`src/rtl/inst_buffer_scheduler_if.sv`:
```
// Fetch-to-dispatch handshake bundle for the instruction buffer scheduler.
// The scheduler drives the _o signals (slave side). Decode, the backend and
// recovery drive the _i signals (master side).
interface inst_buffer_scheduler_if #(
    parameter int QUEUE_LOG   = 5,
    parameter int FETCH_WIDTH = 8
);
    logic                   flush_i;
    logic                   stall_i;
    logic                   fetchValid_i;
    logic [FETCH_WIDTH-1:0] fetchVector_i;
    logic                   fetchAccept_o;
    logic                   fetchStall_o;
    logic [QUEUE_LOG-1:0]   writeCount_o;
    logic [QUEUE_LOG-1:0]   tailPtr_o;
    logic [QUEUE_LOG-1:0]   headPtr_o;
    logic                   dispatchFire_o;
    logic [QUEUE_LOG:0]     instCount_o;
    logic                   flushBusy_o;
    logic                   protocolErr_o;

    modport master (
        output flush_i, stall_i, fetchValid_i, fetchVector_i,
        input  fetchAccept_o, fetchStall_o, writeCount_o, tailPtr_o, headPtr_o,
               dispatchFire_o, instCount_o, flushBusy_o, protocolErr_o
    );

    modport slave (
        input  flush_i, stall_i, fetchValid_i, fetchVector_i,
        output fetchAccept_o, fetchStall_o, writeCount_o, tailPtr_o, headPtr_o,
               dispatchFire_o, instCount_o, flushBusy_o, protocolErr_o
    );
endinterface

```
`src/rtl/inst_buffer_scheduler.sv`:
```
// Instruction buffer scheduler: owns the head/tail pointers and occupancy of a
// circular instruction buffer, accepts variable-width fetch bundles, releases
// fixed-width dispatch groups and sequences mispredict recovery
// (RUN -> FLUSH for FLUSH_HOLD cycles -> RECOVER for one cycle -> RUN).
module inst_buffer_scheduler #(
    parameter int QUEUE_DEPTH    = 32,
    parameter int QUEUE_LOG      = 5,
    parameter int FETCH_WIDTH    = 8,
    parameter int DISPATCH_WIDTH = 4,
    parameter int FLUSH_HOLD     = 2
) (
    input  logic                   clk,
    input  logic                   reset,
    inst_buffer_scheduler_if.slave sched
);

    localparam int HOLD_W = (FLUSH_HOLD < 1) ? 1 : $clog2(FLUSH_HOLD + 1);

    localparam logic [HOLD_W-1:0]    HOLD_LOAD     = HOLD_W'(FLUSH_HOLD - 1);
    localparam logic [HOLD_W-1:0]    HOLD_ONE      = HOLD_W'(1);
    // A bundle is refused once fewer than FETCH_WIDTH free entries could remain.
    localparam logic [QUEUE_LOG:0]   STALL_LEVEL   = (QUEUE_LOG+1)'(QUEUE_DEPTH - FETCH_WIDTH);
    localparam logic [QUEUE_LOG:0]   DISPATCH_CNT  = (QUEUE_LOG+1)'(DISPATCH_WIDTH);
    localparam logic [QUEUE_LOG-1:0] DISPATCH_STEP = QUEUE_LOG'(DISPATCH_WIDTH);

    typedef enum logic [1:0] {
        RUN     = 2'd0,
        FLUSH   = 2'd1,
        RECOVER = 2'd2
    } schedState_t;

    // Number of valid slots in a fetch bundle.
    function automatic logic [QUEUE_LOG:0] popCount(input logic [FETCH_WIDTH-1:0] vec);
        logic [QUEUE_LOG:0] cnt;
        cnt = '0;
        for (int k = 0; k < FETCH_WIDTH; k++) begin
            cnt = cnt + (QUEUE_LOG+1)'(vec[k]);
        end
        return cnt;
    endfunction

    // Legal bundles are a non-empty run of ones starting at slot 0: adding one
    // to such a vector clears every set bit, so the AND with it is zero.
    function automatic logic vectorLegal(input logic [FETCH_WIDTH-1:0] vec);
        logic [FETCH_WIDTH-1:0] vecInc;
        vecInc = vec + FETCH_WIDTH'(1);
        return (vec != '0) && ((vec & vecInc) == '0);
    endfunction

    schedState_t          state, stateNext;
    logic [HOLD_W-1:0]    holdCnt, holdCntNext;
    logic [QUEUE_LOG-1:0] headPtr, headPtrNext;
    logic [QUEUE_LOG-1:0] tailPtr, tailPtrNext;
    logic [QUEUE_LOG:0]   instCount, instCountNext;
    logic                 protocolErr, protocolErrNext;

    logic                 inRun;
    logic                 fetchStall;
    logic                 fetchAccept;
    logic                 dispatchFire;
    logic [QUEUE_LOG:0]   fetchPop;
    logic [QUEUE_LOG:0]   writeCnt;
    logic                 bundleLegal;

    // Handshake decisions, derived from registered state plus this cycle's requests.
    always_comb begin
        inRun        = (state == RUN);
        fetchStall   = reset | ~inRun | (instCount > STALL_LEVEL);
        fetchAccept  = sched.fetchValid_i & ~fetchStall & ~sched.flush_i;
        fetchPop     = popCount(sched.fetchVector_i);
        bundleLegal  = vectorLegal(sched.fetchVector_i);
        writeCnt     = fetchAccept ? fetchPop : '0;
        dispatchFire = ~reset & inRun & ~sched.stall_i & ~sched.flush_i
                       & (instCount >= DISPATCH_CNT);
    end

    // Recovery sequencing: a flush always (re)starts a full hold, whatever the state.
    always_comb begin
        stateNext   = state;
        holdCntNext = holdCnt;
        if (sched.flush_i) begin
            stateNext   = FLUSH;
            holdCntNext = HOLD_LOAD;
        end else begin
            case (state)
                RUN: begin
                    stateNext = RUN;
                end
                FLUSH: begin
                    if (holdCnt == '0) begin
                        stateNext = RECOVER;
                    end else begin
                        holdCntNext = holdCnt - HOLD_ONE;
                    end
                end
                RECOVER: begin
                    stateNext = RUN;
                end
                default: begin
                    stateNext   = RUN;
                    holdCntNext = '0;
                end
            endcase
        end
    end

    // Pointer and occupancy update; write and dispatch in the same cycle both apply.
    always_comb begin
        headPtrNext     = headPtr;
        tailPtrNext     = tailPtr;
        instCountNext   = instCount;
        protocolErrNext = protocolErr | (fetchAccept & ~bundleLegal);
        if (sched.flush_i) begin
            headPtrNext   = '0;
            tailPtrNext   = '0;
            instCountNext = '0;
        end else begin
            headPtrNext   = headPtr + (dispatchFire ? DISPATCH_STEP : '0);
            tailPtrNext   = tailPtr + writeCnt[QUEUE_LOG-1:0];
            instCountNext = instCount + writeCnt - (dispatchFire ? DISPATCH_CNT : '0);
        end
    end

    // FSM state register.
    always_ff @(posedge clk) begin
        if (reset) begin
            state   <= RUN;
            holdCnt <= '0;
        end else begin
            state   <= stateNext;
            holdCnt <= holdCntNext;
        end
    end

    // Buffer bookkeeping registers; the protocol flag is sticky until reset.
    always_ff @(posedge clk) begin
        if (reset) begin
            headPtr     <= '0;
            tailPtr     <= '0;
            instCount   <= '0;
            protocolErr <= 1'b0;
        end else begin
            headPtr     <= headPtrNext;
            tailPtr     <= tailPtrNext;
            instCount   <= instCountNext;
            protocolErr <= protocolErrNext;
        end
    end

    // Outputs are held quiet while reset is asserted, with fetch backpressure raised.
    assign sched.fetchAccept_o  = fetchAccept;
    assign sched.fetchStall_o   = fetchStall;
    assign sched.writeCount_o   = writeCnt[QUEUE_LOG-1:0];
    assign sched.tailPtr_o      = reset ? '0 : tailPtr;
    assign sched.headPtr_o      = reset ? '0 : headPtr;
    assign sched.dispatchFire_o = dispatchFire;
    assign sched.instCount_o    = reset ? '0 : instCount;
    assign sched.flushBusy_o    = ~reset & ~inRun;
    assign sched.protocolErr_o  = ~reset & protocolErr;

endmodule
```
`src/flat_wrapper.sv`:
```
// flat-port wrapper written by rule: the top's interface ports become plain ports
module inst_buffer_scheduler_flat 
#(
    parameter int QUEUE_DEPTH    = 32,
    parameter int QUEUE_LOG      = 5,
    parameter int FETCH_WIDTH    = 8,
    parameter int DISPATCH_WIDTH = 4,
    parameter int FLUSH_HOLD     = 2
)
  (clk, reset, sched_flush_i, sched_stall_i, sched_fetchValid_i, sched_fetchVector_i, sched_fetchAccept_o, sched_fetchStall_o, sched_writeCount_o, sched_tailPtr_o, sched_headPtr_o, sched_dispatchFire_o, sched_instCount_o, sched_flushBusy_o, sched_protocolErr_o);
  inst_buffer_scheduler_if #(.QUEUE_LOG(QUEUE_LOG), .FETCH_WIDTH(FETCH_WIDTH)) sched_i ();
  input  logic clk;
  input  logic reset;
  input wire logic [$bits(sched_i.flush_i)-1:0] sched_flush_i;
  input wire logic [$bits(sched_i.stall_i)-1:0] sched_stall_i;
  input wire logic [$bits(sched_i.fetchValid_i)-1:0] sched_fetchValid_i;
  input wire logic [$bits(sched_i.fetchVector_i)-1:0] sched_fetchVector_i;
  output wire logic [$bits(sched_i.fetchAccept_o)-1:0] sched_fetchAccept_o;
  output wire logic [$bits(sched_i.fetchStall_o)-1:0] sched_fetchStall_o;
  output wire logic [$bits(sched_i.writeCount_o)-1:0] sched_writeCount_o;
  output wire logic [$bits(sched_i.tailPtr_o)-1:0] sched_tailPtr_o;
  output wire logic [$bits(sched_i.headPtr_o)-1:0] sched_headPtr_o;
  output wire logic [$bits(sched_i.dispatchFire_o)-1:0] sched_dispatchFire_o;
  output wire logic [$bits(sched_i.instCount_o)-1:0] sched_instCount_o;
  output wire logic [$bits(sched_i.flushBusy_o)-1:0] sched_flushBusy_o;
  output wire logic [$bits(sched_i.protocolErr_o)-1:0] sched_protocolErr_o;
  assign sched_i.flush_i = sched_flush_i;
  assign sched_i.stall_i = sched_stall_i;
  assign sched_i.fetchValid_i = sched_fetchValid_i;
  assign sched_i.fetchVector_i = sched_fetchVector_i;
  assign sched_fetchAccept_o = sched_i.fetchAccept_o;
  assign sched_fetchStall_o = sched_i.fetchStall_o;
  assign sched_writeCount_o = sched_i.writeCount_o;
  assign sched_tailPtr_o = sched_i.tailPtr_o;
  assign sched_headPtr_o = sched_i.headPtr_o;
  assign sched_dispatchFire_o = sched_i.dispatchFire_o;
  assign sched_instCount_o = sched_i.instCount_o;
  assign sched_flushBusy_o = sched_i.flushBusy_o;
  assign sched_protocolErr_o = sched_i.protocolErr_o;
  inst_buffer_scheduler #(.QUEUE_DEPTH(QUEUE_DEPTH), .QUEUE_LOG(QUEUE_LOG), .FETCH_WIDTH(FETCH_WIDTH), .DISPATCH_WIDTH(DISPATCH_WIDTH), .FLUSH_HOLD(FLUSH_HOLD)) u_core (.clk(clk), .reset(reset), .sched(sched_i));
endmodule
```
`config.mk`:
```
export PLATFORM = sky130hd
export DESIGN_NAME = inst_buffer_scheduler_flat
export DESIGN_NICKNAME = d
export VERILOG_FILES = /design/src/rtl/inst_buffer_scheduler_if.sv /design/src/rtl/inst_buffer_scheduler.sv /design/src/flat_wrapper.sv
export SDC_FILE = /design/constraint.sdc
export NUM_CORES = 1
export LEC_CHECK = 0
export CAP_MARGIN = 20
export CORE_MARGIN = 10
export CORE_UTILIZATION = 52
export CTS_CLUSTER_SIZE = 20
export DETAILED_ROUTE_END_ITERATION = 16
export PLACE_DENSITY = 0.95
export SYNTH_ARGS = -nofsm -noshare
export SYNTH_HDL_FRONTEND = slang
export SYNTH_SLANG_ARGS = --single-unit
```
`constraint.sdc`:
```
create_clock -name clk -period 11.85 [get_ports clk]
set_clock_uncertainty 0.2 [all_clocks]
set_input_delay 2.37 -clock clk [delete_from_list [all_inputs] [get_ports clk]]
set_output_delay 2.37 -clock clk [all_outputs]
set_load 0.01 [all_outputs]
```
==> flow_metrics.tcl, run 1 <==
set metrics [dict create \
    p_per_area_nw_per_um2 101.0 \
    fin_cells 244 \
    critPathRequiredTime_ns 9.28 \
    insertion_delay_ns 0.31 \
    cp-start-kind "primary input" \
    fin_ws_ns 3.390 \
    coreArea_um2 2758 \
    drc_errors 0 \
    hold-worst-slack_ns 0.3444 \
    ys_top_cells_by_count "inv_1, ha_1, nor2_1" \
    n_antenna_cell 0 \
    holdBufCountCts 0 \
    seqPwrFrac 0.381 \
    rsz0062_at_grt "false" \
    dr.first_iter.drc_count 54 \
    cap_violations 0 \
    fp-row-count 19 \
    critPathBufInv 4 \
    finalSetupTns_ns 0 \
    outcome "finished clean" \
    peakVddDrop_v 0.00008244 \
    post-synth-top-count-cell "inv_1" \
    grt_pass1_wl_mm 5.533 \
    hpwl_mm 2.690 \
    switching_power_mw 0.06772 \
    slowest_delay_ns 0.55 \
    fin_crit_ns 8.460 \
    gp_congestion 0.8202 \
    antenna_left 0 \
    cts_tree "done" \
    ys.warnings.count 0 \
    min_path_type "flop to flop" \
    grt_max_degree 23 \
    synthCells 178 \
    synth_largest_area_cell "dfxtp_1" \
    cts_buffers 3 \
    synth_cell_types 40 \
    power_frac_comb 0.439 \
    synth_edf_count 0 \
    hold_viol 0 \
    path_class "primary input to output port" \
    power_leakage_nw 0.8438 \
    finish.utilization 0.6847 \
    p_int_mw 0.1230 \
    synthArstFlopShare 0 \
    dieArea_um2 5430 \
    wl_mm 3.258 \
    ys_seq_area_frac 0.2538 \
    cts_buffer_depth 2 \
    cpMaxStageDelayCell "clkdlybuf4s50_1" \
    nNetsFinal 255 \
    grt_pass1_vias 1313 \
    grt_usage 0.1272 \
    synth_area_leaders "dfxtp_1, ha_1, fa_1" \
    drive_gt1_frac 0.04225 \
    cts.sink_count 19 \
    cp_top_family "adder cells" \
    worst_pin_slew_ns 0.8117 \
    die_w_um 73.69 \
    crit_top_cell "fa_1" \
    area_growth_pct 25.96 \
    gr-total-overflow 0 \
    ys_ff_latch 19 \
    place_ws_ns 3.389 \
    path_cells "clkdlybuf4s50_1 -> inv_1 -> ha_1 -> inv_1 -> fa_1 -> fa_1 -> fa_1 -> fa_1 -> xnor2_1 -> and2_1 -> clkdlybuf4s50_1" \
    synth_top_area_frac 0.2538 \
    path_max_fanout 4 \
    critPathArrivalTime_ns 5.89 \
    relSlewSlack 0.4572 \
    pin_count 39 \
    setup_viol 0 \
    timing.fmax_ghz 0.1182 \
    postCtsResizedCells 0 \
    start_util 0.5436 \
    die_h_um 73.69 \
    antenna_found_initial 0 \
    end_kind "output port" \
    root_buffer "clkbuf_4" \
    numPortBuffers 35 \
    place_inst 240 \
    viasPerCell 5.094 \
    post_cts_buffers 0 \
    syn-cell-area_um2 1499 \
    drt_pass1_iterations 4 \
    syn-mean-instance-area_um2 8.421 \
    path_clk_slew_ns 0.11 \
    wire_per_inst_um 13.35 \
    htreeDepth 1 \
    finalCritPeriodShare 0.7139 \
    ys.flop_type "dfxtp_1" \
    reg2reg_slack_ns 8.73 \
    vias 1243 \
    slew_viol_final 0 \
    clock_power_share 0.181 \
    swShare 0.3550 \
]
## worst paths after layout
path                                  startpoint                             end  depth (start not counted)
setup / recovery          sched_fetchVector_i[1]           sched_writeCount_o[2]                         11
hold reg to reg     u_core.headPtr[4]$_SDFF_PP0_    u_core.headPtr[4]$_SDFF_PP0_                          2
setup reg to reg  u_core.instCount[5]$_SDFF_PP0_  u_core.instCount[4]$_SDFF_PP0_                         14
hold / removal      u_core.headPtr[4]$_SDFF_PP0_    u_core.headPtr[4]$_SDFF_PP0_                          2
## sequential cells by signal (all words and copies together), names as in the netlist
register and flops:
u_core.instCount 6, u_core.holdCnt 2, u_core.state 2, u_core.protocolErr 1
u_core.tailPtr 5, u_core.headPtr 3
## layer usage
layer	GRT usage	up-vias	share of wire
met4	0.02899	0	0.0071
met1	0.1271	571	0.41
met5	0	-	0
met3	0.06326	4	0.094
met2	0.2292	28	0.49
li1	-	640	-
## tightest hold or removal path: cells and delay by family (launching register included)
kind	cells	cell delay (ns)
flip-flops	1	0.36
AND/OR/NAND/NOR	1	0.08
XOR/XNOR	1	0.07
## cell usage in the layout, fill, tap and decap left out, types with 4 or more instances in the layout
cell type        instances
inv_1                   31
and2_1                   6
o21ai_0                  5
dfxtp_1                 19
nor3_1                   4
nand2b_1                 5
ha_1                    22
fa_1                     6
clkdlybuf4s50_1         35
nor2_1                  20
nand2_1                  4
nor2b_1                 14
## logic make-up (layout without fill, tap and decap cells)
logic type               after synthesis  after routing  synth area share
flip-flops                            19             19            0.2538
other                                  1              3          0.002502
AND/OR/NAND/NOR                       64             64            0.2429
AO/OA/AOI/OAI                         23             23            0.1035
XOR/XNOR                               4              4           0.02338
multiplexers                           1              1          0.006678
adder cells (fa/ha/maj)               28             28            0.2638
buffers and inverters                 38             71            0.1035
## area by class of cell
class	count	area, µm²
fill	216	869.6
tap	31	38.79
clock inverter	1	5.005
inverter	32	120.1
sequential	19	380.4
timing repair buffer	35	350.3
multi-input combinational	123	970.9
clock buffer	3	22.52
## per-stage QoR
stage / area, µm² / total power, mW
2_1_floorplan: 1506 / 0.1331
3_3_place_gp: 1861 / 0.1549
3_5_place_dp: 1861 / 0.1583
4_1_cts: 1888 / 0.1928
5_1_grt: 1888 / 0.2082
6_report: 1888 / 0.1907
## power by group through the flow
stage | sequential (mW) | clock (mW) | combinational, mW
after CTS | 0.0726 | 0.0355 | 0.0847
after floorplan | 0.0732 | 0 | 0.0598
after global routing | 0.0731 | 0.0391 | 0.0959
final | 0.0726 | 0.0345 | 0.0836
after detailed placement | 0.0741 | 0 | 0.0842
after global placement | 0.0739 | 0 | 0.0811
No activity file was read; power rests on OpenSTA's default activity.
==> run 2, diff against run 1 <==
--- a/config.mk
+++ b/config.mk
@@ -7,10 +7,10 @@
 export LEC_CHECK = 0
 export CAP_MARGIN = 20
 export CORE_MARGIN = 10
-export CORE_UTILIZATION = 52
+export CORE_UTILIZATION = 49
 export CTS_CLUSTER_SIZE = 20
 export DETAILED_ROUTE_END_ITERATION = 16
-export PLACE_DENSITY = 0.95
+export PLACE_DENSITY = 0.9
 export SYNTH_ARGS = -nofsm -noshare
 export SYNTH_HDL_FRONTEND = slang
 export SYNTH_SLANG_ARGS = --single-unit
==> constraint.sdc (replaced) <==
create_clock -name clk -period 8 [get_ports clk]
set_clock_uncertainty 0.2 [all_clocks]
set_input_delay 1.6 -clock clk [delete_from_list [all_inputs] [get_ports clk]]
set_output_delay 1.6 -clock clk [all_outputs]
set_load 0.01 [all_outputs]
==> run 2 against run 1 <==
First-iteration DRC count decreased by 37%; utilization decreased by 5.0 points; hold slack got worse by 0.021 ns; combinational power rose by 50%; flip-flop and latch count unchanged; setup slack got worse by 2.3 ns; count of clock-buffer cells in the layout did not move; critical path type unchanged; via count up 1.5%.
==> flow_metrics.tcl, run 2 (synthesized netlist as in run 1, its figures left out) <==
set metrics [dict create \
    dieArea_um2 5672 \
    finalCritPeriodShare 0.8676 \
    path_clk_slew_ns 0.12 \
    path_cells "clkdlybuf4s50_1 -> inv_1 -> ha_1 -> inv_1 -> fa_1 -> fa_1 -> fa_1 -> fa_1 -> xnor2_1 -> and2_1 -> clkdlybuf4s50_1" \
    grt_max_degree 23 \
    end_kind "output port" \
    rsz0062_at_grt "false" \
    cts_buffers 3 \
    largest_reg_flops 6 \
    wire_per_inst_um 13.61 \
    critPathRequiredTime_ns 6.20 \
    die_h_um 75.31 \
    drt_pass1_iterations 4 \
    drive_gt1_frac 0.04225 \
    insertion_delay_ns 0.31 \
    cpMaxStageDelayCell "clkdlybuf4s50_1" \
    relSlewSlack 0.4106 \
    grt_usage 0.1210 \
    die_w_um 75.31 \
    grt_pass1_vias 1345 \
    coreArea_um2 2978 \
    mostFrequentLayoutCell "clkdlybuf4s50_1" \
    fin_cells 246 \
    fillers 253 \
    path_class "primary input to output port" \
    viasPerCell 5.130 \
    finish.utilization 0.6349 \
    cts.sink_count 19 \
    peakVddDrop_v 0.00007017 \
    final_area_um2 1891 \
    gp_congestion 0.8616 \
    wl_mm 3.348 \
    cts_buffer_depth 2 \
    gr-total-overflow 0 \
    root_buffer "clkbuf_4" \
    vias 1262 \
    nNetsFinal 255 \
    pin_count 39 \
    antenna_left 0 \
    post_cts_buffers 0 \
    hold_viol 0 \
    min_path_type "flop to flop" \
    antenna_found_initial 0 \
    cap_violations 0 \
    setup_viol 0 \
    postCtsResizedCells 0 \
    power_leakage_nw 0.8438 \
    htreeDepth 1 \
    cts_tree "done" \
    numPortBuffers 35 \
    path_max_fanout 4 \
    critPathArrivalTime_ns 5.14 \
    cp-start-kind "primary input" \
    place_inst 242 \
    met1_usage 0.1285 \
    crit_top_cell "fa_1" \
    gr-usage-met3 0.04036 \
    timing.fmax_ghz 0.1441 \
    dr.first_iter.drc_count 34 \
    slew_viol_final 0 \
    hpwl_mm 2.809 \
    largest_register "u_core.instCount" \
    place_area_um2 1863 \
    final_cell_mix "clkdlybuf4s50_1, inv_1, ha_1" \
    start_util 0.5034 \
    p_per_area_nw_per_um2 150.8 \
    worst_pin_slew_ns 0.8813 \
    fp-row-count 20 \
    holdBufCountCts 0 \
    finalSetupTns_ns 0 \
    gr-max-usage-layer "met2" \
    largestRegisters "u_core.instCount: 6 flops, u_core.tailPtr: 5 flops, u_core.headPtr: 3 flops" \
    area_growth_pct 26.13 \
    fin_crit_ns 6.940 \
    outcome "finished clean" \
    slowest_delay_ns 0.55 \
    grt_pass1_wl_mm 5.478 \
    grt_use_met2 0.2172 \
    n_antenna_cell 0 \
    drc_errors 0 \
]
-- run 2: cell counts in the layout (fill, tap and decap cells not counted) --
Identical to the previous run, type by type.
-- run 2: metal layers --
metal | vias up | wire length [µm]
met1 | 597 | 1449
li1 | 637 | -
met2 | 24 | 1640
met3 | 4 | 209
met4 | 0 | 48
met5 | - | 0
-- run 2: per-stage QoR --
stage,power (mW),hold WS [ns],setup WS [ns]
2_1_floorplan,0.1971,0.2677,2.216
3_3_place_gp,0.2299,0.2891,1.136
3_5_place_dp,0.2357,0.3001,1.052
4_1_cts,0.2880,0.3309,1.040
5_1_grt,0.3068,0.3588,0.9017
6_report,0.2851,0.3233,1.060
-- run 2: report_power, final --
part / internal (mW) / switching [mW]
combinational: 0.0613 / 0.0634
clock: 0.0187 / 0.0337
sequential: 0.102 / 0.00568
-- run 2: critical path: cells and delay by family --
family | cells | cell delay (ns)
adder cells (fa/ha/maj) | 5 | 1.99
buffers and inverters | 4 | 1.19
XOR/XNOR | 1 | 0.18
AND/OR/NAND/NOR | 1 | 0.18
-- run 2: layout make-up --
class,instances,area [µm²],share of cell area
timing repair buffer,35,350.3,0.1853
tap,33,41.29,0.02184
sequential,19,380.4,0.2012
clock buffer,3,22.52,0.01191
multi-input combinational,123,970.9,0.5136
inverter,32,120.1,0.06353
clock inverter,1,5.005,0.002647
-- run 2: final timing paths --
| check | slack (ns) | depth (start not counted) | end | startpoint |
|---|---|---|---|---|
| worst max-delay path | 1.06 | 11 | sched_writeCount_o[2] | sched_fetchVector_i[1] |
| worst max register to register | 4.83 | 10 | u_core.instCount[4]$_SDFF_PP0_ | u_core.state[0]$_SDFFE_PP0P_ |
| worst min register to register | 0.32 | 2 | u_core.headPtr[4]$_SDFF_PP0_ | u_core.headPtr[4]$_SDFF_PP0_ |
| worst min-delay path | 0.32 | 2 | u_core.headPtr[4]$_SDFF_PP0_ | u_core.headPtr[4]$_SDFF_PP0_ |
